<file path="src/rtl/thumb_fetch_unit_pkg.sv">
// ---------------------------------------------------------------------------
// thumb_fetch_unit_pkg
//   Shared CortexM0 fetch definitions: PC width, default reset PC,
//   the halfword-select encoding and a helper that picks one Thumb
//   halfword out of a little-endian instruction word.
// ---------------------------------------------------------------------------
package thumb_fetch_unit_pkg;

  localparam int PC_W = 32;
  localparam logic [PC_W-1:0] RESET_PC_DEFAULT = 32'h0000_0000;

  // Which half of the head word is presented next.
  typedef enum logic {
    HW_LO = 1'b0,  // bits [15:0], at the word address
    HW_HI = 1'b1   // bits [31:16], at the word address + 2
  } hw_sel_e;

  function automatic logic [15:0] select_hw(input logic [31:0] word, input hw_sel_e sel);
    return (sel == HW_HI) ? word[31:16] : word[15:0];
  endfunction

endpackage

</file>
<file path="src/rtl/thumb_fetch_unit_fifo.sv">
// ---------------------------------------------------------------------------
// thumb_fetch_unit_fifo
//   Synchronous word FIFO holding fetched instruction words.
//   Flush takes priority over push and pop. Pointers wrap modulo DEPTH
//   (DEPTH must be a power of two, >= 2).
// Ports
//   clk_i, rst_n_i   clock, synchronous active-low reset
//   push_i, data_i   write data_i at the tail (caller guarantees not full)
//   pop_i            drop the head word (caller guarantees not empty)
//   flush_i          empty the FIFO
//   data_o           head word
//   count_o          number of stored words
//   empty_o          count_o == 0
// ---------------------------------------------------------------------------
module thumb_fetch_unit_fifo #(
  parameter int DEPTH = 2,
  parameter int WIDTH = 32
) (
  input  logic                     clk_i,
  input  logic                     rst_n_i,
  input  logic                     push_i,
  input  logic                     pop_i,
  input  logic                     flush_i,
  input  logic [WIDTH-1:0]         data_i,
  output logic [WIDTH-1:0]         data_o,
  output logic [$clog2(DEPTH):0]   count_o,
  output logic                     empty_o
);

  localparam int AW = $clog2(DEPTH);

  logic [WIDTH-1:0] mem_q [DEPTH];
  logic [AW-1:0]    wr_ptr_q, wr_ptr_d;
  logic [AW-1:0]    rd_ptr_q, rd_ptr_d;
  logic [AW:0]      count_q, count_d;

  always_comb begin
    wr_ptr_d = wr_ptr_q;
    rd_ptr_d = rd_ptr_q;
    count_d  = count_q;
    if (flush_i) begin
      wr_ptr_d = '0;
      rd_ptr_d = '0;
      count_d  = '0;
    end else begin
      if (push_i) wr_ptr_d = wr_ptr_q + AW'(1);
      if (pop_i)  rd_ptr_d = rd_ptr_q + AW'(1);
      case ({push_i, pop_i})
        2'b10:   count_d = count_q + (AW+1)'(1);
        2'b01:   count_d = count_q - (AW+1)'(1);
        default: count_d = count_q;
      endcase
    end
  end

  always_ff @(posedge clk_i) begin
    if (!rst_n_i) begin
      wr_ptr_q <= '0;
      rd_ptr_q <= '0;
      count_q  <= '0;
    end else begin
      wr_ptr_q <= wr_ptr_d;
      rd_ptr_q <= rd_ptr_d;
      count_q  <= count_d;
    end
  end

  // Storage needs no reset; only words below count_q are ever presented.
  always_ff @(posedge clk_i) begin
    if (push_i && !flush_i) mem_q[wr_ptr_q] <= data_i;
  end

  assign data_o  = mem_q[rd_ptr_q];
  assign count_o = count_q;
  assign empty_o = (count_q == '0);

endmodule

</file>
<file path="src/rtl/thumb_fetch_unit.sv">
// ---------------------------------------------------------------------------
// thumb_fetch_unit
//   Instruction fetch front end between the CortexM0 decode stage and
//   SRAM port 1 (word wide, one-cycle synchronous read). Issues word
//   fetches, buffers returned words and hands 16-bit Thumb halfwords to
//   decode in little-endian order. Branch redirects flush the buffer and
//   drop any read still in flight.
// Ports
//   CLK, RESET_N          clock, synchronous active-low reset
//   IREQ, IADDR           fetch request / word address ([1:0] = 0)
//   INSTR                 read data, valid the cycle after IREQ
//   BR_VALID, BR_TARGET   redirect strobe and target PC (bit 0 ignored)
//   OUT_VALID, OUT_READY  halfword handshake toward decode
//   OUT_HW, OUT_PC        halfword and its byte address
// Handshake: a halfword moves when OUT_VALID & OUT_READY at a posedge;
//   while OUT_VALID is high and no transfer happens, OUT_HW/OUT_PC hold.
// ---------------------------------------------------------------------------
module thumb_fetch_unit
  import thumb_fetch_unit_pkg::*;
#(
  parameter logic [PC_W-1:0] RESET_PC  = RESET_PC_DEFAULT,
  parameter int              BUF_DEPTH = 2
) (
  input  logic        CLK,
  input  logic        RESET_N,
  output logic        IREQ,
  output logic [31:0] IADDR,
  input  logic [31:0] INSTR,
  input  logic        BR_VALID,
  input  logic [31:0] BR_TARGET,
  output logic        OUT_VALID,
  input  logic        OUT_READY,
  output logic [15:0] OUT_HW,
  output logic [31:0] OUT_PC
);

  localparam int CW = $clog2(BUF_DEPTH) + 1;
  localparam logic [CW:0] DEPTH_V = (CW+1)'(BUF_DEPTH);

  logic [31:0]   fetch_addr_q, fetch_addr_d;
  logic [31:0]   pc_q, pc_d;
  hw_sel_e       hw_sel_q, hw_sel_d;
  logic          inflight_q, inflight_d;

  logic [31:0]   head_word;
  logic [CW-1:0] fifo_count;
  logic          fifo_empty;
  logic [CW:0]   occupancy;
  logic          xfer;
  logic          pop;
  logic          unused_br_bit0;

  assign unused_br_bit0 = BR_TARGET[0];

  thumb_fetch_unit_fifo #(
    .DEPTH (BUF_DEPTH),
    .WIDTH (32)
  ) u_fifo (
    .clk_i   (CLK),
    .rst_n_i (RESET_N),
    .push_i  (inflight_q),   // read data arrives exactly one cycle after issue
    .pop_i   (pop),
    .flush_i (BR_VALID),     // drops the word arriving this cycle as well
    .data_i  (INSTR),
    .data_o  (head_word),
    .count_o (fifo_count),
    .empty_o (fifo_empty)
  );

  always_comb begin
    // Count the read in flight so its return always has a free slot.
    occupancy = {1'b0, fifo_count} + (CW+1)'(inflight_q);
    // Gating by RESET_N keeps both sides quiet while reset is held.
    IREQ      = RESET_N && !BR_VALID && (occupancy < DEPTH_V);
    IADDR     = fetch_addr_q;
    OUT_VALID = RESET_N && !fifo_empty;
    OUT_HW    = OUT_VALID ? select_hw(head_word, hw_sel_q) : 16'h0000;
    OUT_PC    = pc_q;
    xfer      = OUT_VALID && OUT_READY;
    pop       = xfer && (hw_sel_q == HW_HI);

    fetch_addr_d = fetch_addr_q;
    inflight_d   = IREQ;
    hw_sel_d     = hw_sel_q;
    pc_d         = pc_q;

    if (IREQ) fetch_addr_d = fetch_addr_q + 32'd4;
    if (xfer) begin
      hw_sel_d = (hw_sel_q == HW_LO) ? HW_HI : HW_LO;
      pc_d     = pc_q + 32'd2;
    end
    // A redirect lands after any same-cycle transfer and overrides it.
    if (BR_VALID) begin
      fetch_addr_d = {BR_TARGET[31:2], 2'b00};
      hw_sel_d     = hw_sel_e'(BR_TARGET[1]);
      pc_d         = {BR_TARGET[31:1], 1'b0};
    end
  end

  always_ff @(posedge CLK) begin
    if (!RESET_N) begin
      fetch_addr_q <= {RESET_PC[31:2], 2'b00};
      hw_sel_q     <= hw_sel_e'(RESET_PC[1]);
      pc_q         <= {RESET_PC[31:1], 1'b0};
      inflight_q   <= 1'b0;
    end else begin
      fetch_addr_q <= fetch_addr_d;
      hw_sel_q     <= hw_sel_d;
      pc_q         <= pc_d;
      inflight_q   <= inflight_d;
    end
  end

endmodule
</file>
<file path="config.mk">
export PLATFORM = sky130hd
export DESIGN_NAME = thumb_fetch_unit
export DESIGN_NICKNAME = d
export VERILOG_FILES = /design/src/rtl/thumb_fetch_unit_pkg.sv /design/src/rtl/thumb_fetch_unit_fifo.sv /design/src/rtl/thumb_fetch_unit.sv
export SDC_FILE = /design/constraint.sdc
export NUM_CORES = 1
export LEC_CHECK = 0
export ABC_AREA = 1
export CAP_MARGIN = 25
export CORE_MARGIN = 5
export CORE_UTILIZATION = 50
export DETAILED_ROUTE_END_ITERATION = 10
export DONT_BUFFER_PORTS = 1
export GPL_TIMING_DRIVEN = 0
export PLACE_DENSITY = 0.65
export SYNTH_ARGS = -nofsm -noshare
export SYNTH_HDL_FRONTEND = slang
export SYNTH_SLANG_ARGS = --single-unit
</file>
<file path="constraint.sdc">
create_clock -name CLK -period 6.3 [get_ports CLK]
set_clock_uncertainty 0.15 [all_clocks]
set_input_delay 0.945 -clock CLK [delete_from_list [all_inputs] [get_ports CLK]]
set_output_delay 0.945 -clock CLK [all_outputs]
set_load 0.005 [all_outputs]
</file>
# Word-level counts from Yosys, hierarchy flattened
# Memory sizes are Yosys's and may differ from the RTL's. A register that Yosys moved wholly into a read port is not among the register bits.
# Cells that the tools add are included.
dict set report word_totals {
  ff_bits 70
  ram_bits 64
  inputBits 68
  out_inout_bits 82
  elab_cells 48
  n_memories 1
}
# memory words word_bits read_ports rd_ports_with_merged_regs wr line_no
set mem_list {}
lappend mem_list {u_fifo.mem_q 2 32 1 1 1 thumb_fetch_unit_fifo.sv:32} ;# logic [WIDTH-1:0] mem_q [DEPTH];
dict set report op_classes {
  n_addsub 7
  order_cmp 1
  eq_ne 2
  muxes 14
  bitwise_logic 1
  reduce_logical 13
}
# operator n
set ops {}
lappend ops {{32-bit 2-to-1 mux} 4}
lappend ops {{32-bit by 2-bit adder with 32-bit output (second input constant)} 1}
lappend ops {{32-bit by 3-bit adder with 32-bit output (second input constant)} 1}
lappend ops {{16-bit 2-to-1 mux} 2}
lappend ops {{1-bit 2-to-1 mux} 7}
lappend ops {{1-bit logical AND} 6}
lappend ops {{2-bit nonzero test} 3}
lappend ops {{2-bit case mux with 2 select lines} 1}
lappend ops {{2-bit by 1-bit adder with 3-bit output} 1}
lappend ops {{3-bit by 2-bit less-than comparator with 1-bit output (second input constant)} 1}
lappend ops {{1-bit adder (second input constant)} 2}
lappend ops {{2-bit by 1-bit adder with 2-bit output (second input constant)} 1}
lappend ops {{2-bit by 1-bit == test with 1-bit output (second input constant)} 1}
lappend ops {{2-bit == test (second input constant)} 1}
lappend ops {{1-bit logical NOT} 2}
lappend ops {{2-bit logical NOT} 1}
lappend ops {{2-bit OR reduction} 1}
lappend ops {{2-bit by 1-bit subtractor with 2-bit output (second input constant)} 1}
lappend ops {{1-bit inverter} 1}

# Depth between registers and ports, before layout
# Gate-level depths: netlist of run 1.
dict set report logic_depth {
  depth_word 7
  ltp_mapped 11
  depth_no_buf 10
}

# Cells and area by module
# A second synthesis of run 1 with hierarchy kept.
dict set report hier_totals {
  hier_cells 906
  hier_area_um2 7219.4
}
# mod n_inst cells_each area_per_inst_um2 seq_area_each_um2
set modules_own_cells {}
lappend modules_own_cells {thumb_fetch_unit 1 773 4520.6 1261.2}
lappend modules_own_cells {thumb_fetch_unit_fifo 1 133 2698.8 2021.9}

# Least setup slack after synthesis of run 1
# No wires, ideal clock.
dict set report synth_path {
  kind {in2reg}
  from {input port BR_VALID}
  to {memory u_fifo.mem_q[0][0], enable pin}
  setup_time_ns 0.461
  t_arrival_ns 3.569
  required_time_ns 5.689
  slack_ns 2.120
  stages 3
  n_path_buf 2
  path_cell_list {buf_2 > buf_1 > nor3_1}
}
dict set report synth_between {
  elab_chain_len 4
}
# element line_no
set synth_rtl {}
lappend synth_rtl {{from (decl)} thumb_fetch_unit.sv:29} ;# input logic BR_VALID,
lappend synth_rtl {{1-bit logical NOT} thumb_fetch_unit_fifo.sv:70} ;# if (push_i && !flush_i) mem_q[wr_ptr_q] <= data_i;
lappend synth_rtl {{1-bit logical AND} thumb_fetch_unit_fifo.sv:70}
lappend synth_rtl {{1-bit 2-to-1 mux} thumb_fetch_unit_fifo.sv:70}
lappend synth_rtl {{1-bit 2-to-1 mux (implied by the code)} thumb_fetch_unit_fifo.sv:70}
lappend synth_rtl {{to (decl)} thumb_fetch_unit_fifo.sv:32}
# Every way passes these cells.

# Final worst setup path of run 1
dict set report layout_path {
  from {input port RESET_N}
  to {output port IREQ}
}
dict set report layout_between {
  elab_chain_len 2
}
# element line_no
set layout_rtl {}
lappend layout_rtl {{from (decl)} thumb_fetch_unit.sv:25} ;# input logic RESET_N,
lappend layout_rtl {{1-bit logical AND (2 in a row)} thumb_fetch_unit.sv:74} ;# IREQ = RESET_N && !BR_VALID && (occupancy < DEPTH_V);
lappend layout_rtl {{to (decl)} thumb_fetch_unit.sv:26} ;# output logic IREQ,
# Every way passes these cells.

==> results_dict.tcl, run 1 <==
set metrics [dict create \
    use_met1_pct 36.1 \
    grt-ovfl-total 0 \
    layout-drive-gt1-share_pct 8.87 \
    grt_pass1_vias 5604 \
    period_share_pct 50.1 \
    cts_max_level 4 \
    drt_iter0_drc 590 \
    yosys.area_share.adder_pct 0.546 \
    cp-startpoint "RESET_N" \
    grtUsageMet3_pct 7.05 \
    area_growth_pct 13.0 \
    critPathMaxFanout 10 \
    routabilityCongestion 0.979 \
    cp_slowest_cell "nand3_2" \
    hpwl_mm 15.8 \
    drc 0 \
    die_w_um 127 \
    cp_top_family "buffers and inverters" \
    synth_seq_cells 132 \
    drv_slew 0 \
    hold_viol 0 \
    synth_simple_gate_area_share_pct 28.9 \
    ys_warn_count 0 \
    ant_nets 0 \
    p_int_w 0.00157 \
    max-vdd-ir-drop_v 0.000191 \
    n_antenna_cell 0 \
    pwr-share-clk_pct 46.6 \
    tns_ps 0 \
    synthMuxAreaShare_pct 0 \
    synth-compound-area-share_pct 14.8 \
    cts.reportedPaths.clkPinSlew_ps 60 \
    p_sw_share_pct 25.7 \
    ys.flop_type "dfxtp_1" \
    numCtsBuffers 17 \
    r2r_cells 9 \
    synth.avg_cell_area_um2 7.39 \
    endpoint_kind "primary output" \
    vias_per_cell 5.50 \
    post_cts_resized 0 \
    clock_path_buffers 2 \
    cp.depth 6 \
    crit_buf_inv 4 \
    final_design_area_no_fill_mm2 0.00776 \
    relSlewSlack_pct 47.8 \
    core.rowCount 42 \
    worstReg2RegStart "hw_sel_q" \
    hp-class "register to register" \
    dieHeight_um 127 \
    final_common_cell "nand2_1" \
    crit_chain "buf_4, inv_2, nor2_2, nand3_2, clkinv_2, buf_4" \
    grt_first_pass_wirelength_mm 32.4 \
    wire_per_inst_um 18.3 \
    power_frac_seq_pct 46.3 \
    synth.top_cells.by_area "edfxtp_1, dfxtp_1, nand2_1, nor2_1, a21oi_1" \
    crit_path_frequent_cell "buf_4" \
    synth-xor-area-share_pct 0.382 \
    syn_area_mm2 0.00687 \
    nets 1028 \
    yosys.area.top_type "edfxtp_1" \
    p_per_area_mw_per_mm2 272 \
    synthDistinctLibCells 42 \
    ctsHoldBuffers 0 \
    syn_inst 930 \
    power.total_w 0.00211 \
    vias 6298 \
    rsz0062_at_grt "no" \
    crit_required_ps 5200 \
    grt_use_total_pct 26.0 \
    busiest_layer "met2" \
    drt_wl_total_mm 21.0 \
    clkSinkCount 132 \
    post-route-util_pct 58.2 \
    cts_tree "yes" \
    synthArstFlopShare_pct 0 \
    initial_core_util_pct 51.5 \
    dpl-instance-area_mm2 0.00718 \
    worst_pin_slew_ps 778 \
    antenna_found_initial 0 \
    cpPeakStageDelay_ps 240 \
    cts_root_buf "clkbuf_16" \
    setup_viol 0 \
    mostFrequentLayoutCells "nand2_1, nor2_1, a21oi_1" \
    synth-edff-count 64 \
    core-area_mm2 0.0133 \
    p_leak_nw 2.88 \
    critical_path_class "primary input to primary output" \
    drv_cap 0 \
    p_sw_w 0.000544 \
    arrival_ps 2060 \
    cts_setup_buffers 0 \
    clock_latency_ps 420 \
    p_comb_share_pct 7.1 \
    ys_seq_area_share_pct 47.8 \
    io_pins 150 \
    status "finished, final reports clean" \
    grt_max_degree 17 \
    port_buffers 0 \
    clock.fmax_ghz 0.317 \
    critPathLaunchType "primary input" \
    synth_top_area_share_pct 28.0 \
    die_area_mm2 0.0162 \
    firstDrtPassIters 5 \
    period_needed_ps 3160 \
    whs_path_depth 1 \
    synth_top_family_by_area "simple AND/OR/NAND/NOR gates" \
    hp-start "u_fifo.rd_ptr_q" \
    grtUsageMet2_pct 39.3 \
]
power groups by stage:
stage | sequential, W | clock (W) | combinational (W)
finish | 0.000979 | 0.000984 | 0.000150
CTS | 0.000980 | 0.000992 | 0.000148
detailed placement | 0.000998 | 0 | 0.000147
floorplan | 0.000982 | 0 | 0.000108
global placement | 0.000999 | 0 | 0.000143
global route | 0.000985 | 0.00104 | 0.000169
Yosys cell counts, types with 2 or more instances:
master and count:
nand2_1 226, nor2_1 145, a21oi_1 78, inv_1 74
dfxtp_1 68, nand3_1 65, edfxtp_1 64, o21ai_1 44
o21ai_0 39, clkbuf_1 20, inv_2 13, a31oi_1 9
nor2_2 9, nand3b_1 8, buf_4 7, o22ai_1 7
buf_2 6, nand4_1 5, o211ai_1 5, nor3_1 4
ha_1 3, o21a_1 3, clkinv_1 2, clkinv_2 2
nand2_2 2, nand2_4 2, nor2_4 2, o31ai_1 2
or2_2 2, xor2_1 2
logic make-up (layout without fill, tap and decap cells):
family                     Yosys count  count (layout)
adders and majority gates            3               3
other                                1               3
DFF                                132             132
and+or+nand+nor                    474             474
buffers and inverters              126             164
AOI/OAI and AO/OA                  191             191
xor gates and xnor gates             3               3
state kept, by name (all words and copies together), names as in the netlist, named ones only:
name	flops
IADDR	30
OUT_PC	31
hw_sel_q	1
inflight_q	1
u_fifo.count_o	2
u_fifo.mem_q	64
u_fifo.rd_ptr_q	1
u_fifo.wr_ptr_q	1
cell type report:
| type | instances | area (µm²) |
|---|---|---|
| fillers | 1307 | 5580 |
| flip-flops and latches | 132 | 3280 |
| multi-input cells | 674 | 3090 |
| clock buffers | 18 | 429 |
| inverters | 91 | 344 |
| well taps | 176 | 220 |
| plain buffers | 35 | 173 |
| clock inverters | 14 | 153 |
| repair buffers | 6 | 71.3 |
path summary, 6_finish.rpt:
path | end | slack (ps)
setup / recovery | IREQ | 3140
hold / removal | u_fifo.rd_ptr_q | 340
setup reg to reg | u_fifo.count_o[1] | 4110
hold reg to reg | u_fifo.rd_ptr_q | 340
stage by stage:
step | setup WS (ps) | std cells | hold slack (ps)
3_5_place_dp | 3130 | 1114 | 333
5_1_grt | 3000 | 1146 | 398
2_1_floorplan | 2120 | 932 | 310
4_1_cts | 3130 | 1146 | 348
6_report | 3140 | 1146 | 344
3_3_place_gp | 693 | 1108 | 321
layer usage:
metal | up-vias | share of wire (%)
li1 | 3126 | -
met1 | 2870 | 44
met2 | 266 | 45
met3 | 36 | 9.4
met4 | 0 | 2.5
met5 | - | 0
Power figures use the tool's default switching activity.
==> run 2, diff against run 1 <==
--- a/config.mk
+++ b/config.mk
@@ -5,14 +5,14 @@
 export SDC_FILE = /design/constraint.sdc
 export NUM_CORES = 1
 export LEC_CHECK = 0
-export ABC_AREA = 1
+export ABC_AREA = 0
 export CAP_MARGIN = 25
 export CORE_MARGIN = 5
 export CORE_UTILIZATION = 50
 export DETAILED_ROUTE_END_ITERATION = 10
 export DONT_BUFFER_PORTS = 1
 export GPL_TIMING_DRIVEN = 0
-export PLACE_DENSITY = 0.65
+export PLACE_DENSITY = 0.68
 export SYNTH_ARGS = -nofsm -noshare
 export SYNTH_HDL_FRONTEND = slang
 export SYNTH_SLANG_ARGS = --single-unit
==> constraint.sdc (replaced) <==
create_clock -name CLK -period 2.6 [get_ports CLK]
set_clock_uncertainty 0.15 [all_clocks]
set_input_delay 0.39 -clock CLK [delete_from_list [all_inputs] [get_ports CLK]]
set_output_delay 0.39 -clock CLK [all_outputs]
set_load 0.005 [all_outputs]
==> run 2 against run 1 <==
  * Routed wire length is 21% lower
  * First-iteration DRC count is 24% lower
  * Critical path type is now register to primary output
  * Global-route usage shrank 2.9 points
  * Worst hold slack lost 330 ps
  * Sequential power rose by 140%
  * Worst setup slack got worse by 3000 ps
  * Count of clock-buffer cells in the layout fell by 1
  * Power up 130%
  * Register-to-register slack got worse by 3900 ps
==> results_dict.tcl, run 2 <==
set metrics [dict create \
    synth_simple_gate_area_share_pct 17.4 \
    nets 676 \
    antenna_found_initial 0 \
    cp_top_family "flip-flops" \
    numCtsBuffers 17 \
    relSlewSlack_pct 47.1 \
    largest_reg_flops 64 \
    worstReg2RegStart "u_fifo.count_o[1]" \
    synth_common_cells "dfxtp_1, edfxtp_1, a21oi_1, nand2_1" \
    whs_path_depth 2 \
    synth-xor-area-share_pct 6.70 \
    yosys.area.top_type "edfxtp_1" \
    cpPeakStageDelay_ps 610 \
    cts_max_level 4 \
    critPathMaxFanout 10 \
    period_share_pct 95.0 \
    top_register "u_fifo.mem_q" \
    synth_top_area_share_pct 32.0 \
    critPathLaunchType "register" \
    core.rowCount 40 \
    synth.top_cells.by_area "edfxtp_1, dfxtp_1, mux4_2, xnor2_1, a21oi_1" \
    grt_first_pass_wirelength_mm 25.3 \
    drc 0 \
    hold_viol 0 \
    power_frac_seq_pct 48.0 \
    ant_nets 0 \
    status "finished, final reports clean" \
    n_antenna_cell 0 \
    fin_cells 765 \
    rsz0062_at_grt "no" \
    setup_viol 0 \
    syn_area_mm2 0.00601 \
    hp-class "primary input to register" \
    core-area_mm2 0.0119 \
    p_int_w 0.00374 \
    clock_latency_ps 420 \
    drv_slew 0 \
    synthDistinctLibCells 52 \
    grt_use_total_pct 23.1 \
    max-vdd-ir-drop_v 0.000417 \
    p_leak_nw 2.33 \
    synth.avg_cell_area_um2 11.0 \
    grt-ovfl-total 0 \
    synth_seq_cells 132 \
    synth_top_family_by_area "simple AND/OR/NAND/NOR gates" \
    drt_iter0_drc 450 \
    ys_warn_count 0 \
    final_common_cell "dfxtp_1" \
    crit_required_ps 2060 \
    synthMuxAreaShare_pct 6.72 \
    cts_root_buf "clkbuf_16" \
    endpoint_kind "primary output" \
    hpwl_mm 11.7 \
    cp_slowest_cell "dfxtp_1" \
    dieHeight_um 120 \
    yosys.area_share.adder_pct 0.624 \
    worst_pin_slew_ps 793 \
    firstDrtPassIters 6 \
    rrSetupSlack_ps 180 \
    routabilityCongestion 0.900 \
    vias 4600 \
    synth-compound-area-share_pct 10.5 \
    port_buffers 0 \
    hp-start "BR_TARGET[7]" \
    synth-edff-count 64 \
    mostFrequentLayoutCells "dfxtp_1, edfxtp_1, a21oi_1" \
    dp.cells 695 \
    crit_chain "clkbuf_2, mux4_2, nor2b_1" \
    arrival_ps 1930 \
    syn_inst 545 \
    cts.reportedPaths.clkPinSlew_ps 60 \
    grt_pass1_vias 4585 \
    p_sw_share_pct 24.7 \
    p_per_area_mw_per_mm2 688 \
    io_pins 150 \
    r2r_cells 6 \
    pwr-share-clk_pct 45.3 \
    initial_core_util_pct 50.5 \
    ys.flop_type "dfxtp_1" \
    tns_ps 0 \
    drv_cap 0 \
    layout-drive-gt1-share_pct 11.7 \
    synth.most_common_cell "dfxtp_1" \
    p_comb_share_pct 6.7 \
    synthArstFlopShare_pct 0 \
    critical_path_class "register to primary output" \
    timing.rr.end "IADDR[8]" \
    grt_max_degree 33 \
    vias_per_cell 6.01 \
    drt_wl_total_mm 16.5 \
    period_needed_ps 2470 \
    wire_per_inst_um 21.6 \
    worstHoldEndpoint "OUT_PC[7]" \
    ys_seq_area_share_pct 54.6 \
    clock_path_buffers 2 \
    die_area_mm2 0.0143 \
    die_w_um 120 \
    clkSinkCount 132 \
    clock.fmax_ghz 0.405 \
    cts_setup_buffers 0 \
    area_growth_pct 20.0 \
    p_sw_w 0.00122 \
    crit_buf_inv 1 \
    cts_tree "yes" \
]
-- run 2: worst max path at each step --
stage	startpoint	slack (ps)	endpoint	cells after the start
after global routing	u_fifo.count_o[0]	10	OUT_HW[9]	4
after global placement	BR_VALID	-730	u_fifo.mem_q[1][3]	4
final	hw_sel_q	130	OUT_HW[10]	3
after detailed placement	BR_VALID	-250	u_fifo.mem_q[1][3]	4
after floorplan	BR_VALID	180	u_fifo.mem_q[1][0]	4
after CTS	hw_sel_q	100	OUT_HW[10]	3
-- run 2: worst reg2reg max path, stage by stage, from the launching register on --
cell and delay (ps):
dfxtp_1 480, nor3b_1 150, nand2_1 210, clkinv_1 350
nor2_1 610, o21ai_0 200, a31oi_1 200
-- run 2: stage by stage --
step / hold slack (ps) / cell area, µm² / util, % / worst slack [ps] / total power, W
floorplan: 331 / 6030 / - / 176 / 0.00259
global placement: 339 / 6210 / 52.2 / -727 / 0.00268
detailed placement: 339 / 6240 / 52.4 / -249 / 0.00270
CTS: 2.30 / 7200 / 60.5 / 104 / 0.00499
global route: 3.59 / 7210 / 60.6 / 13.6 / 0.00514
finish: 18.2 / 7210 / 60.6 / 129 / 0.00496
-- run 2: power by group through the flow --
stage / registers [W] / logic [W] / clock network [W]
after floorplan: 0.00239 / 0.000208 / 0
after global placement: 0.00242 / 0.000263 / 0
after detailed placement: 0.00242 / 0.000274 / 0
after CTS: 0.00238 / 0.000329 / 0.00227
after global routing: 0.00240 / 0.000363 / 0.00238
final: 0.00238 / 0.000333 / 0.00225
-- run 2: logic make-up after synthesis --
family                   after synthesis
flip-flops                           132
XOR/XNOR                              46
AO/OA/AOI/OAI                        111
AND/OR/NAND/NOR                      185
multiplexers                          20
other                                  1
adder cells (fa/ha/maj)                3
buffers and inverters                 47
-- run 2: area by class of cell --
cell class | instances | area [µm²]
clock buffers | 17 | 425
multi-input cells | 368 | 2560
repair buffers | 41 | 428
well taps | 147 | 184
clock inverters | 15 | 131
flip-flops and latches | 132 | 3280
inverters | 16 | 60.1
plain buffers | 29 | 138
fillers | 999 | 4700
-- run 2: timing repair --
item | CTS | global route
hold buffers | 40 | 0
setup endpoints to repair | 11 | 3
endpoints found under the hold margin | 74 | 0
resized for setup | 5 | 4
-- run 2: layer usage --
layer | global-route usage [%] | part of all wire [%]
met1 | 27.9 | 40
met2 | 37.2 | 47
met3 | 10.2 | 10
met4 | 7.73 | 2.3
met5 | 0 | 0
==> run 3, diff against run 2 <==
--- a/config.mk
+++ b/config.mk
@@ -12,7 +12,8 @@
 export DETAILED_ROUTE_END_ITERATION = 10
 export DONT_BUFFER_PORTS = 1
 export GPL_TIMING_DRIVEN = 0
-export PLACE_DENSITY = 0.68
+export PLACE_DENSITY_LB_ADDON = 0.15
+export REMOVE_ABC_BUFFERS = 1
 export SYNTH_ARGS = -nofsm -noshare
 export SYNTH_HDL_FRONTEND = slang
 export SYNTH_SLANG_ARGS = --single-unit
==> run 3 against run 2 <==
  * Sequential share of layout area grew 0.12 points
  * Critical path depth increased by 3
  * Sequential power hardly changed
  * Combinational power down 8.1%
  * Fmax down 2.1%
  * Utilization shrank 0.16 points
  * Critical endpoint is now OUT_PC[31]
  * Largest cell class unchanged
  * Highest routed layer unchanged
==> results_dict.tcl, run 3 (synthesized netlist as in run 2, its figures left out) <==
set metrics [dict create \
    die_area_mm2 0.0143 \
    drt_wl_total_mm 15.6 \
    firstDrtPassIters 4 \
    p_leak_nw 2.34 \
    initial_core_util_pct 50.5 \
    port_buffers 0 \
    clkSinkCount 132 \
    clock_latency_ps 410 \
    grt_use_total_pct 21.9 \
    dpl-instance-area_mm2 0.00616 \
    critPathMaxFanout 11 \
    crit_required_ps 2750 \
    antenna_found_initial 2 \
    cts_root_buf "clkbuf_16" \
    cts_max_level 4 \
    post-route-util_pct 60.4 \
    relSlewSlack_pct 39.2 \
    hp-class "primary input to register" \
    status "finished, final reports clean" \
    drc 0 \
    pre_cts_ws_ps -225 \
    setup_viol 0 \
    p_per_area_mw_per_mm2 688 \
    hold_viol 0 \
    fillers 967 \
    arrival_ps 2680 \
    period_share_pct 97.1 \
    hold_slack_ps 13.0 \
    cp_top_family "simple AND/OR/NAND/NOR gates" \
    area_growth_pct 19.7 \
    grt_first_pass_wirelength_mm 24.1 \
    vias_per_cell 5.93 \
    top_register "u_fifo.mem_q" \
    routabilityCongestion 0.826 \
    cts_tree "yes" \
    hpwl_mm 10.5 \
    rsz0062_at_grt "no" \
    cp_slowest_cell "or3_4" \
    layout_setup_ws_ps 75.9 \
    dieHeight_um 120 \
    crit_buf_inv 0 \
    final_common_cell "dfxtp_1" \
    crit_chain "ha_1, o2111ai_1, or3_4, or3_1, nor2_1, mux2_2" \
    grt-ovfl-total 0 \
    vias 4443 \
    largest_reg_flops 64 \
    final_design_area_no_fill_mm2 0.00720 \
    grt_max_degree 64 \
    numCtsBuffers 17 \
    die_w_um 120 \
    critPathLaunchType "register" \
    nets 658 \
    power.total_w 0.00495 \
    critical_path_class "register to register" \
    wire_per_inst_um 20.8 \
    drv_cap 0 \
    cpPeakStageDelay_ps 500 \
    cts.reportedPaths.clkPinSlew_ps 60 \
    io_pins 150 \
    drt_iter0_drc 428 \
    endpoint_kind "register" \
    grt_pass1_vias 4527 \
    core-area_mm2 0.0119 \
    layout-drive-gt1-share_pct 11.7 \
    clock.fmax_ghz 0.396 \
    max-vdd-ir-drop_v 0.000434 \
    clock_path_buffers 2 \
    period_needed_ps 2520 \
    worst_pin_slew_ps 911 \
    drv_slew 0 \
    mostFrequentLayoutCells "dfxtp_1, edfxtp_1, dlygate4sd3_1" \
    ant_nets 0 \
    core.rowCount 40 \
]
[run 3: path summary, 6_finish.rpt]
kind	end	slack (ps)	cells past startpoint	startpoint
worst max-delay path	OUT_PC[31]	80	6	OUT_PC[1]
worst min-delay path	IADDR[20]	10	2	BR_TARGET[20]
worst max register to register	OUT_PC[31]	80	6	OUT_PC[1]
worst min register to register	u_fifo.rd_ptr_q	370	2	u_fifo.rd_ptr_q
[run 3: metal layers]
layer | up-vias | routed length [µm] | track usage (%)
met4 | 0 | 207 | 8.02
met1 | 2157 | 6160 | 24.9
met2 | 148 | 7800 | 36.3
met3 | 18 | 1440 | 10.2
met5 | - | 0 | 0
li1 | 2120 | - | -
[run 3: through the flow]
stage | setup TNS, ps | cells
4_1_cts | 0 | 746
3_3_place_gp | -112670 | 663
2_1_floorplan | -31440 | 516
3_5_place_dp | -1230 | 669
5_1_grt | 0 | 749
6_report | 0 | 749
[run 3: final cells by class]
cell class / count / area [µm²] / share of cell area [%]
sequential: 132 / 3280 / 45.6
clock inverter: 12 / 114 / 1.58
clock buffer: 20 / 447 / 6.21
antenna: 2 / 5.00 / 0.0696
multi-input combinational: 368 / 2550 / 35.5
inverter: 16 / 61.3 / 0.852
tap: 147 / 184 / 2.56
timing repair buffer: 52 / 549 / 7.63
[run 3: repair_timing]
action	in CTS	in global routing
pin swaps	0	0
gates resized for setup	3	2
hold endpoints to repair	88	1
endpoints found under the setup margin	9	10
gates cloned	0	0
hold buffers	45	1
setup buffers	0	0
[run 3: worst reg2reg max path: stages, from the launching register on]
cell and delay, ps:
dfxtp_1 420, ha_1 210, o2111ai_1 230, or3_4 510
or3_1 390, nor2_1 170, mux2_2 350
[run 3: power breakdown]
group          switching [W]  internal [W]
sequential          0.000122       0.00227
combinational       0.000148      0.000158
clock               0.000839       0.00142
total                0.00111       0.00384
